--- src/rtl/icache_responder.sv ---
// Direct-mapped, one-word-per-frame read-only instruction cache.
// Define ICACHE_STATS_EN to add the hit_count/miss_count outputs.
module icache_responder #(
  parameter int unsigned INDEX_BITS = 4,
  parameter logic [31:0] PC_INIT    = 32'h0
) (
  input  logic        CLK,
  input  logic        nRST,
  input  logic        imemREN,
  input  logic [31:0] imemaddr,
  output logic        ihit,
  output logic [31:0] imemload,
  output logic        iREN,
  output logic [31:0] iaddr,
  input  logic [31:0] iload,
  input  logic        iwait,
  input  logic        iflush
`ifdef ICACHE_STATS_EN
  ,
  output logic [31:0] hit_count,
  output logic [31:0] miss_count
`endif
);

  localparam int unsigned FRAMES = 1 << INDEX_BITS;
  localparam int unsigned TAG_W  = 30 - INDEX_BITS;

  typedef enum logic {
    IDLE,
    FETCH
  } state_e;

  state_e                  state_q;
  logic                    iren_q;
  logic [31:0]             iaddr_q;
  logic [FRAMES-1:0]       valid_q;
  logic [TAG_W-1:0]        tag_q  [FRAMES];
  logic [31:0]             data_q [FRAMES];

  logic [INDEX_BITS-1:0]   rd_idx;
  logic [INDEX_BITS-1:0]   wr_idx;
  logic [TAG_W-1:0]        rd_tag;
  logic [TAG_W-1:0]        wr_tag;
  logic                    lookup;
  logic                    start;
  logic                    fill;

  assign rd_idx = imemaddr[INDEX_BITS+1:2];
  assign rd_tag = imemaddr[31:INDEX_BITS+2];
  assign wr_idx = iaddr_q[INDEX_BITS+1:2];
  assign wr_tag = iaddr_q[31:INDEX_BITS+2];

  assign lookup = valid_q[rd_idx]
               && (tag_q[rd_idx] == rd_tag);

  assign ihit = imemREN
             && (state_q == IDLE)
             && lookup
             && !iflush;

  assign imemload = ihit ? data_q[rd_idx] : 32'h0;

  assign start = (state_q == IDLE)
              && imemREN
              && !lookup
              && !iflush;

  assign fill = (state_q == FETCH) && !iwait;

  assign iREN  = iren_q;
  assign iaddr = iaddr_q;

  // iaddr_q doubles as the captured miss address while in FETCH
  always_ff @(posedge CLK or negedge nRST) begin
    if (!nRST) begin
      state_q <= IDLE;
      iren_q  <= 1'b0;
      iaddr_q <= 32'h0;
    end else begin
      unique case (state_q)
        IDLE: begin
          if (start) begin
            state_q <= FETCH;
            iren_q  <= 1'b1;
            iaddr_q <= {imemaddr[31:2], 2'b00};
          end
        end
        FETCH: begin
          if (!iwait) begin
            state_q <= IDLE;
            iren_q  <= 1'b0;
            iaddr_q <= 32'h0;
          end
        end
        default: begin
          state_q <= IDLE;
          iren_q  <= 1'b0;
          iaddr_q <= 32'h0;
        end
      endcase
    end
  end

  // flush beats a coincident fill, leaving that frame invalid
  always_ff @(posedge CLK or negedge nRST) begin
    if (!nRST) begin
      valid_q <= '0;
    end else if (iflush) begin
      valid_q <= '0;
    end else if (fill) begin
      valid_q[wr_idx] <= 1'b1;
    end
  end

  always_ff @(posedge CLK) begin
    if (fill) begin
      tag_q[wr_idx]  <= wr_tag;
      data_q[wr_idx] <= iload;
    end
  end

`ifdef ICACHE_STATS_EN
  logic [31:0] hit_cnt_q;
  logic [31:0] miss_cnt_q;

  always_ff @(posedge CLK or negedge nRST) begin
    if (!nRST) begin
      hit_cnt_q  <= 32'h0;
      miss_cnt_q <= 32'h0;
    end else begin
      if (ihit) begin
        hit_cnt_q <= hit_cnt_q + 32'd1;
      end
      if (start) begin
        miss_cnt_q <= miss_cnt_q + 32'd1;
      end
    end
  end

  assign hit_count  = hit_cnt_q;
  assign miss_count = miss_cnt_q;
`endif

  logic unused_ok;
  assign unused_ok = ^{PC_INIT, imemaddr[1:0], iaddr_q[1:0]};

endmodule
--- config.mk ---
export PLATFORM = sky130hd
export DESIGN_NAME = icache_responder
export DESIGN_NICKNAME = d
export VERILOG_FILES = /design/src/rtl/icache_responder.sv
export SDC_FILE = /design/constraint.sdc
export NUM_CORES = 1
export LEC_CHECK = 0
export CAP_MARGIN = 20
export CORE_MARGIN = 4
export CORE_UTILIZATION = 61
export DETAILED_ROUTE_END_ITERATION = 12
export PLACE_DENSITY = 0.86
export REMOVE_ABC_BUFFERS = 1
export SYNTH_ARGS = -nofsm -noshare
export SYNTH_HDL_FRONTEND = slang
export SYNTH_SLANG_ARGS = --single-unit
export TNS_END_PERCENT = 5
--- constraint.sdc ---
create_clock -name CLK -period 22.3 [get_ports CLK]
set_clock_uncertainty 0.1 [all_clocks]
set_input_delay 6.69 -clock CLK [delete_from_list [all_inputs] [get_ports CLK]]
set_output_delay 6.69 -clock CLK [all_outputs]
set_load 0.02 [all_outputs]
### Word-level counts from Yosys, hierarchy flattened

Memory sizes are Yosys's and may differ from the RTL's.
Cells that the tools add are included.

* word-level logic and storage cells: 45
* bits in writable memories: 928
* output and inout port bits: 66
* register bits after elaboration: 50
* memories: 2
* input bits: 69

Memories
* data_q: words 16, width 32, read ports 1, clocked after memory_dff 0, wr ports 1, RTL line 38 `logic [31:0] data_q [FRAMES];`
* tag_q: words 16, width 26, read ports 1, clocked after memory_dff 0, wr ports 1, RTL line 37 `logic [TAG_W-1:0] tag_q [FRAMES];`

* equal/unequal tests: 3
* reduce and logical (&&, ||, !) cells: 13
* mux-type cells: 18
* order comparisons: 3
* bitwise operators: 2

Operators by type and width (count)
* $mux W32: 3
* $pmux W32 S2: 1
* $mux W16: 2
* $eq A26 B26 Y1: 1
* $or A16 B16 Y16: 1
* $lt A4 B5 Y1 const B: 2
* $logic_and A1 B1 Y1: 8
* $mux W1: 8
* $bmux W1 S4: 1
* $demux W1 S4: 1
* $ge A4 B1 Y1 const B: 1
* $ne A2 B2 Y1 const B: 2
* $pmux W1 S2: 2
* $logic_not A1 Y1: 3
* $reduce_and A2 Y1: 1
* $reduce_bool A2 Y1: 1
* $not A1 Y1: 1

### Depth between registers and ports, before layout

Gate-level depths: netlist of the first run.

* depth in word-level cells: 8
* gate-level depth with buffers: 15
* mapped depth without buffers: 8

### Worst setup path after synthesis of the first run

No wires, ideal clock.

* path type: input to output
* start point: in imemaddr[3]
* end point: out imemload[12]
* data required time: 15510 ps
* arrival time: 10102 ps
* path buffers: 6
* stages on the path: 13
* path slack: 5408 ps
* path through: buf_2 buf_2 buf_1 buf_1 buf_2 mux4_2 a221oi_1 xnor2_1 nand4_1 or4_1 or3b_4 buf_6 nor2b_1

* word-level cells in the longest chain between the ends: 6
* elaborated cells on any way between the ends: 9
* classes of those cells: eq/ne: 1; mux: 3; reduce/logical: 3; memory: 2

RTL lines
* start, declared: RTL line 10 `input logic [31:0] imemaddr,`
* $mem_v2 Z16 W26 or $bmux W1 S4 (tied branches)
* $eq A26 B26 Y1 or $mux W1 (tied branches): RTL line 54, 53
* $logic_and A1 B1 Y1: RTL line 54 `&& (tag_q[rd_idx] == rd_tag);`
* $logic_and A1 B1 Y1: RTL line 58 `&& lookup`
* $logic_and A1 B1 Y1: RTL line 59 `&& !iflush;`
* $mux W32 (*): RTL line 61 `assign imemload = ihit ? data_q[rd_idx] : 32'h0;`
* end, declared: RTL line 12 `output logic [31:0] imemload,`

Mark *: on every way between the ends. The rest lies on a longest branch, timed or not. The select of a mux whose other input is x is not followed.

### Worst setup path in the final report of the first run

* start point: in imemaddr[4]
* end point: out imemload[22]

The elaborated chain is that of the path after synthesis.

==> impl_metrics.tcl, run 1 <==
set metrics [dict create \
    fmax_ghz 0.0526 \
    dr_total_vias 18600 \
    path_cells "clkdlybuf4s50_1 > buf_4 > and2_1 > a22oi_1 > and3_1 > or4_1 > or4_1 > or4_1 > or3b_4 > nor2b_1 > clkdlybuf4s50_1" \
    wire_per_inst_um 32.5 \
    grt_start_max_net_pins 149 \
    fin_setup_tns_ns 0 \
    max_slew.worst_pin.slew_ns 1.17 \
    antenna_found_initial 4 \
    powerDensity_nw_per_um2 91.2 \
    htreeDepth 3 \
    overflow 0 \
    hold_violations 0 \
    yosys_most_used_dff "edfxtp_1" \
    synth-edff-count 928 \
    routed_wl_mm 88.7 \
    intPower_w 0.00307 \
    clockBufferDepth 3 \
    slew_violations 0 \
    fin_crit_sh 0.853 \
    grt_setup_unrepaired "no" \
    final_cell_count_no_fill 2728 \
    port_buffers 130 \
    arrival_ns 12.24 \
    synth_cells 1696 \
    switchingPower_w 0.000847 \
    die_w_um 257 \
    grt_util_all_layers 0.271 \
    die_h_um 257 \
    post_cts_buffers 0 \
    final_layout_size_suffix_gt1_frac 0.233 \
    critPathKind "in -> out" \
    status "complete, no violations" \
    r2r_cells 10 \
    place.gp.congestion 0.779 \
    cts-root-buf "clkbuf_16" \
    critPathLaunchType "input pin" \
    fin_area_sq_um 42900 \
    postCtsHoldBufs 0 \
    cts_tree "yes" \
    pre_cts_ws_ns 3.45 \
    grt_util_met2 0.450 \
    busiest_layer "met2" \
    grtUsageMet3 0.0660 \
    clk_latency_ns 0.65 \
    hpwl_mm 42.9 \
    cts_sinks 976 \
    ios 135 \
    start_util 0.620 \
    vdd_ir_drop_max_uv 74.4 \
    postCtsResizedCells 0 \
    setup_ws_ns 3.27 \
    hold_path_depth 2 \
    critPathMaxFanout 33 \
    n_fill_cell 3318 \
    use_met1 0.366 \
    dieArea_sq_um 65800 \
    async_flop_share 0.0492 \
    synth_area_sq_um 37700 \
    drtAntennaViolNets 0 \
    clk_pin_slew_ns 0.06 \
    drv_cap 0 \
    synth_warnings 0 \
    avgSynthCellArea_sq_um 22.2 \
    cpPeakStageDelay_ns 0.79 \
    nets 1939 \
    grt_pass1_vias 19400 \
    rows 90 \
    place_inst 2557 \
    core_area_sq_um 60800 \
    p_comb_frac 0.061 \
    grt_pass1_wl_mm 131 \
    fin_crit_ns 19.03 \
    ys_seq_area_frac 0.771 \
    seqPwrFrac 0.544 \
    firstDrtPassIters 5 \
    crit_slowest_cell "and2_1" \
    cts_made_buffers 92 \
    hold_path_class "reg -> reg" \
    p_leak_nw 14.0 \
    synth_cell_type_count 51 \
    area_growth_pct 13.9 \
    drt_iter0_markers 2753 \
    ys_ff_latch 976 \
    switching_share 0.216 \
    required_ns 15.51 \
    place_area_sq_um 39900 \
    clkPwrFrac 0.395 \
    slew_headroom 0.223 \
    setup_violations 0 \
    cp_common_cell "or4_1" \
    endpoint_kind "output pin" \
    p_total_w 0.00392 \
    remaining_drc_errors 0 \
    viasPerCell 6.82 \
]
-- power groups by stage --
stage          logic (W)  registers (W)  clock network [W]
2_1_floorplan   0.000104        0.00216                  0
3_3_place_gp    0.000227        0.00216                  0
3_5_place_dp    0.000234        0.00217                  0
4_1_cts         0.000241        0.00213            0.00156
5_1_grt         0.000254        0.00213            0.00165
6_report        0.000241        0.00213            0.00155
-- sequential cells by signal, summed over array words and instances (netlist names) --
register	flops
data_q	512
tag_q	416
iaddr	30
valid_q	16
iREN	1
state_q	1
-- cells by family after synthesis --
group / after synthesis / share of synthesized area
flops: 976 / 0.771
mux: 329 / 0.170
simple gates: 178 / 0.0243
buf+inv: 120 / 0.0153
compound gates: 75 / 0.0150
xor+xnor: 17 / 0.00395
other cells: 1 / 0.0000995
-- synth_stat cells, types with 2 or more instances --
| cell type | count | area share |
|---|---|---|
| edfxtp_1 | 928 | 0.74 |
| mux4_2 | 249 | 0.15 |
| mux2i_1 | 78 | 0.021 |
| nor2_1 | 49 | 0.0049 |
| dfrtp_1 | 48 | 0.032 |
| clkbuf_1 | 43 | 0.0043 |
| nand2_1 | 41 | 0.0041 |
| a22oi_1 | 30 | 0.0060 |
| inv_1 | 30 | 0.0030 |
| nor2b_1 | 27 | 0.0045 |
| xnor2_1 | 17 | 0.0040 |
| buf_1 | 15 | 0.0015 |
| a21oi_1 | 12 | 0.0016 |
| and3_1 | 11 | 0.0018 |
| buf_4 | 11 | 0.0022 |
| nand3_1 | 11 | 0.0015 |
| buf_6 | 10 | 0.0030 |
| nor2b_2 | 10 | 0.0023 |
| a221oi_1 | 9 | 0.0021 |
| buf_2 | 9 | 0.0012 |
| nor3_1 | 7 | 0.00093 |
| or4_1 | 6 | 0.0012 |
| a22o_1 | 5 | 0.0012 |
| nand2b_1 | 4 | 0.00066 |
| a2111oi_0 | 2 | 0.00046 |
| a211oi_1 | 2 | 0.00040 |
| a32oi_1 | 2 | 0.00046 |
| and2_1 | 2 | 0.00033 |
| mux2_2 | 2 | 0.00060 |
| nor3b_1 | 2 | 0.00040 |
| nor4_1 | 2 | 0.00033 |
| o21ai_0 | 2 | 0.00027 |
| o21ba_2 | 2 | 0.00053 |
-- worst max-delay path, delay by kind of cell --
| kind | cells | cell delay [ns] |
|---|---|---|
| buffers and inverters | 3 | 1.46 |
| and+or+nand+nor | 7 | 3.74 |
| AOI/OAI and AO/OA | 1 | 0.29 |
-- final timing paths --
| kind | startpoint | endpoint | slack [ns] |
|---|---|---|---|
| hold / removal | iREN$_DFFE_PN0P_ | iREN$_DFFE_PN0P_ | 0.39 |
| setup / recovery | imemaddr[4] | imemload[22] | 3.27 |
| setup reg to reg | tag_q[7][15]$_DFFE_PP_ | iaddr[5]$_DFFE_PN0P_ | 17.46 |
| min in group asynchronous | nRST | iaddr[15]$_DFFE_PN0P_ | 6.12 |
| hold reg to reg | iREN$_DFFE_PN0P_ | iREN$_DFFE_PN0P_ | 0.39 |
| max in group asynchronous | nRST | iaddr[29]$_DFFE_PN0P_ | 15.42 |
-- metrics by stage --
stage | utilization | hold slack [ns]
after floorplan | - | 0.361
after global placement | 0.657 | 0.364
after detailed placement | 0.657 | 0.367
after CTS | 0.705 | 0.391
after global routing | 0.706 | 0.431
final | 0.706 | 0.386
-- per-layer routing --
metal,routed length (um),up-vias
met5,13,-
met2,45900,1338
li1,-,7391
met3,9460,190
met1,30900,9671
met4,2460,2
-- layout make-up --
type                    instances  area [sq um]  share of cell area
clock inverters                47           444              0.0103
flip-flops and latches        976         29100               0.677
inverters                      32           120             0.00280
clock buffers                 120          2520              0.0587
diodes                          3          7.51            0.000175
well taps                     782           978              0.0228
repair buffers                167          1620              0.0378
multi-input cells             601          8170               0.190
-- cells in the final DEF (no fill, tap or decap), types with 3 or more instances in the layout --
| master | count |
|---|---|
| or4_1 | 6 |
| clkdlybuf4s50_1 | 126 |
| nand2b_1 | 4 |
| clkinvlp_4 | 4 |
| dfrtp_1 | 48 |
| clkbuf_16 | 94 |
| nor2_1 | 37 |
| a22oi_1 | 30 |
| nor2b_2 | 11 |
| mux2i_1 | 78 |
| diode_2 | 3 |
| buf_4 | 34 |
| a22o_1 | 5 |
| a21oi_1 | 12 |
| nor2_4 | 12 |
| inv_1 | 30 |
| and3_1 | 11 |
| edfxtp_1 | 928 |
| clkbuf_1 | 19 |
| bufinv_16 | 8 |
| nand2_1 | 41 |
| xnor2_1 | 17 |
| nor3_1 | 3 |
| clkinv_1 | 20 |
| mux4_2 | 249 |
| nand3_1 | 11 |
| nor3_2 | 4 |
| clkbuf_8 | 8 |
| a221oi_1 | 9 |
| nor2b_1 | 26 |
| clkinv_2 | 12 |
Power figures use the tool's default switching activity.
==> run 2: changes to the inputs <==
- CORE_MARGIN: 4 -> 10
- PLACE_DENSITY: 0.86 -> default
- PLACE_DENSITY_LB_ADDON: default -> 0.05
- clock period: 22.3 -> 18.07 ns (I/O delays scaled with it)
==> run 2 against run 1 <==
Compared with the run above:
- critical endpoint is now imemload[30]
- register-to-register slack worse by 4.1 ns
- count of clock-buffer cells in the layout up 9
- largest power group unchanged
- final area up 0.71%
- utilization down 0.28 points
- flip-flop and latch count unchanged
- die area up 9.6%
==> impl_metrics.tcl, run 2 (same netlist as run 1, synthesis figures left out) <==
set metrics [dict create \
    antenna_found_initial 2 \
    dieArea_sq_um 72100 \
    largest_reg_flops 512 \
    powerDensity_nw_per_um2 114 \
    cts_made_buffers 97 \
    status "complete, no violations" \
    postCtsHoldBufs 0 \
    hold_violations 0 \
    use_met1 0.328 \
    die_w_um 269 \
    startpoint "imemaddr[4]" \
    fmax_ghz 0.0610 \
    overflow 0 \
    htreeDepth 3 \
    nets 1950 \
    wire_per_inst_um 30.3 \
    p_leak_nw 14.2 \
    max_slew.worst_pin.slew_ns 1.15 \
    grt_pass1_wl_mm 124 \
    grt_setup_unrepaired "no" \
    cts_tree "yes" \
    rows 91 \
    fin_setup_tns_ns 0 \
    top_register "data_q" \
    clockBufferDepth 3 \
    slew_violations 0 \
    core_area_sq_um 61500 \
    fin_crit_ns 16.38 \
    drv_cap 0 \
    required_ns 12.55 \
    critPathKind "in -> out" \
    grt_util_all_layers 0.238 \
    viasPerCell 6.47 \
    holdCritStartpoint "valid_q[2]$_DFFE_PN0P_" \
    hpwl_mm 42.5 \
    place.gp.congestion 0.741 \
    hold_path_class "reg -> reg" \
    r2r_start "tag_q[12][15]$_DFFE_PP_" \
    final_cell_mix "edfxtp_1, mux4_2, clkdlybuf4s50_1, clkbuf_16, mux2i_1" \
    busiest_layer "met2" \
    port_buffers 130 \
    diodes 0 \
    grt_util_met2 0.395 \
    cts_sinks 976 \
    vdd_ir_drop_max_uv 82.4 \
    dr_total_vias 17800 \
    final_common_cell "edfxtp_1" \
    ios 135 \
    arrival_ns 10.86 \
    post_cts_buffers 0 \
    firstDrtPassIters 5 \
    cts-root-buf "clkbuf_16" \
    clk_pin_slew_ns 0.06 \
    final_cell_count_no_fill 2754 \
    endpoint_kind "output pin" \
    final_util 0.703 \
    clk_latency_ns 0.64 \
    setup_violations 0 \
    final_layout_size_suffix_gt1_frac 0.241 \
    routed_wl_mm 83.6 \
    slew_headroom 0.213 \
    fin_crit_sh 0.907 \
    postCtsResizedCells 0 \
    critPathMaxFanout 33 \
    hold_slack_ns 0.404 \
    grtUsageMet3 0.0422 \
    remaining_drc_errors 0 \
    drtAntennaViolNets 0 \
    drt_iter0_markers 1911 \
    grt_pass1_vias 18700 \
    area_growth_pct 14.7 \
    start_util 0.613 \
    die_h_um 269 \
    place_inst 2571 \
    grt_start_max_net_pins 131 \
    critPathLaunchType "input pin" \
]
==> run 2: cell count changes in the layout (fill, tap and decap cells not counted), moves of 2 or more <==
cell,change
clkinv_2,+6
clkbuf_1,+4
clkinv_1,-5
bufinv_16,+3
buf_4,+7
diode_2,-3
clkbuf_8,-3
clkinv_4,-2
clkbuf_16,+7
clkinvlp_4,+3
==> run 2: cell type report <==
type / instances / area (sq um)
Multi-Input combinational cell: 601 / 8170
Clock inverter: 53 / 554
Sequential cell: 976 / 29100
Clock buffer: 129 / 2680
Inverter: 32 / 120
Tap cell: 790 / 988
Timing Repair Buffer: 173 / 1660
Fill cell: 3750 / 18200
==> run 2: through the flow <==
stage / cell area (sq um) / total power, W / setup slack (ns)
finish: 43200 / 0.00494 / 1.69
CTS: 43200 / 0.00497 / 1.71
floorplan: 37200 / 0.00280 / 3.71
detailed placement: 40000 / 0.00297 / 1.73
global route: 43200 / 0.00510 / 1.50
global placement: 40000 / 0.00295 / 1.76
==> run 2: path summary, 6_finish.rpt <==
| check | end | slack (ns) | depth (start not counted) |
|---|---|---|---|
| worst min-delay path | valid_q[2]$_DFFE_PN0P_ | 0.40 | 2 |
| worst max-delay path | imemload[30] | 1.69 | 11 |
| worst max register to register | iaddr[9]$_DFFE_PN0P_ | 13.38 | 9 |
| max in group asynchronous | iaddr[19]$_DFFE_PN0P_ | 12.45 | 2 |
| worst min register to register | valid_q[2]$_DFFE_PN0P_ | 0.40 | 2 |
| min in group asynchronous | iaddr[9]$_DFFE_PN0P_ | 4.87 | 2 |
==> run 2: power by group <==
part	internal, W	switching [W]	total (W)
Clock	0.00120	0.000820	0.00202
Sequential	0.00256	0.0000615	0.00263
Combinational	0.000128	0.000163	0.000291
Total	0.00389	0.00104	0.00494
==> run 2: worst max-delay path, stage by stage <==
cell and delay, ns:
clkdlybuf4s50_1 0.67, buf_4 0.38, nor2b_1 0.73, a22oi_1 0.21
a21oi_1 0.22, o221ai_1 0.13, a2111oi_0 1.04, nand4bb_1 0.37
or3b_4 0.77, nor2b_1 0.22, clkdlybuf4s50_1 0.64
==> run 2: per-layer routing <==
layer / vias up / wire, um
met5: - / 21
met4: 4 / 1450
met3: 107 / 6000
met2: 671 / 42600
met1: 9590 / 33500
li1: 7442 / -
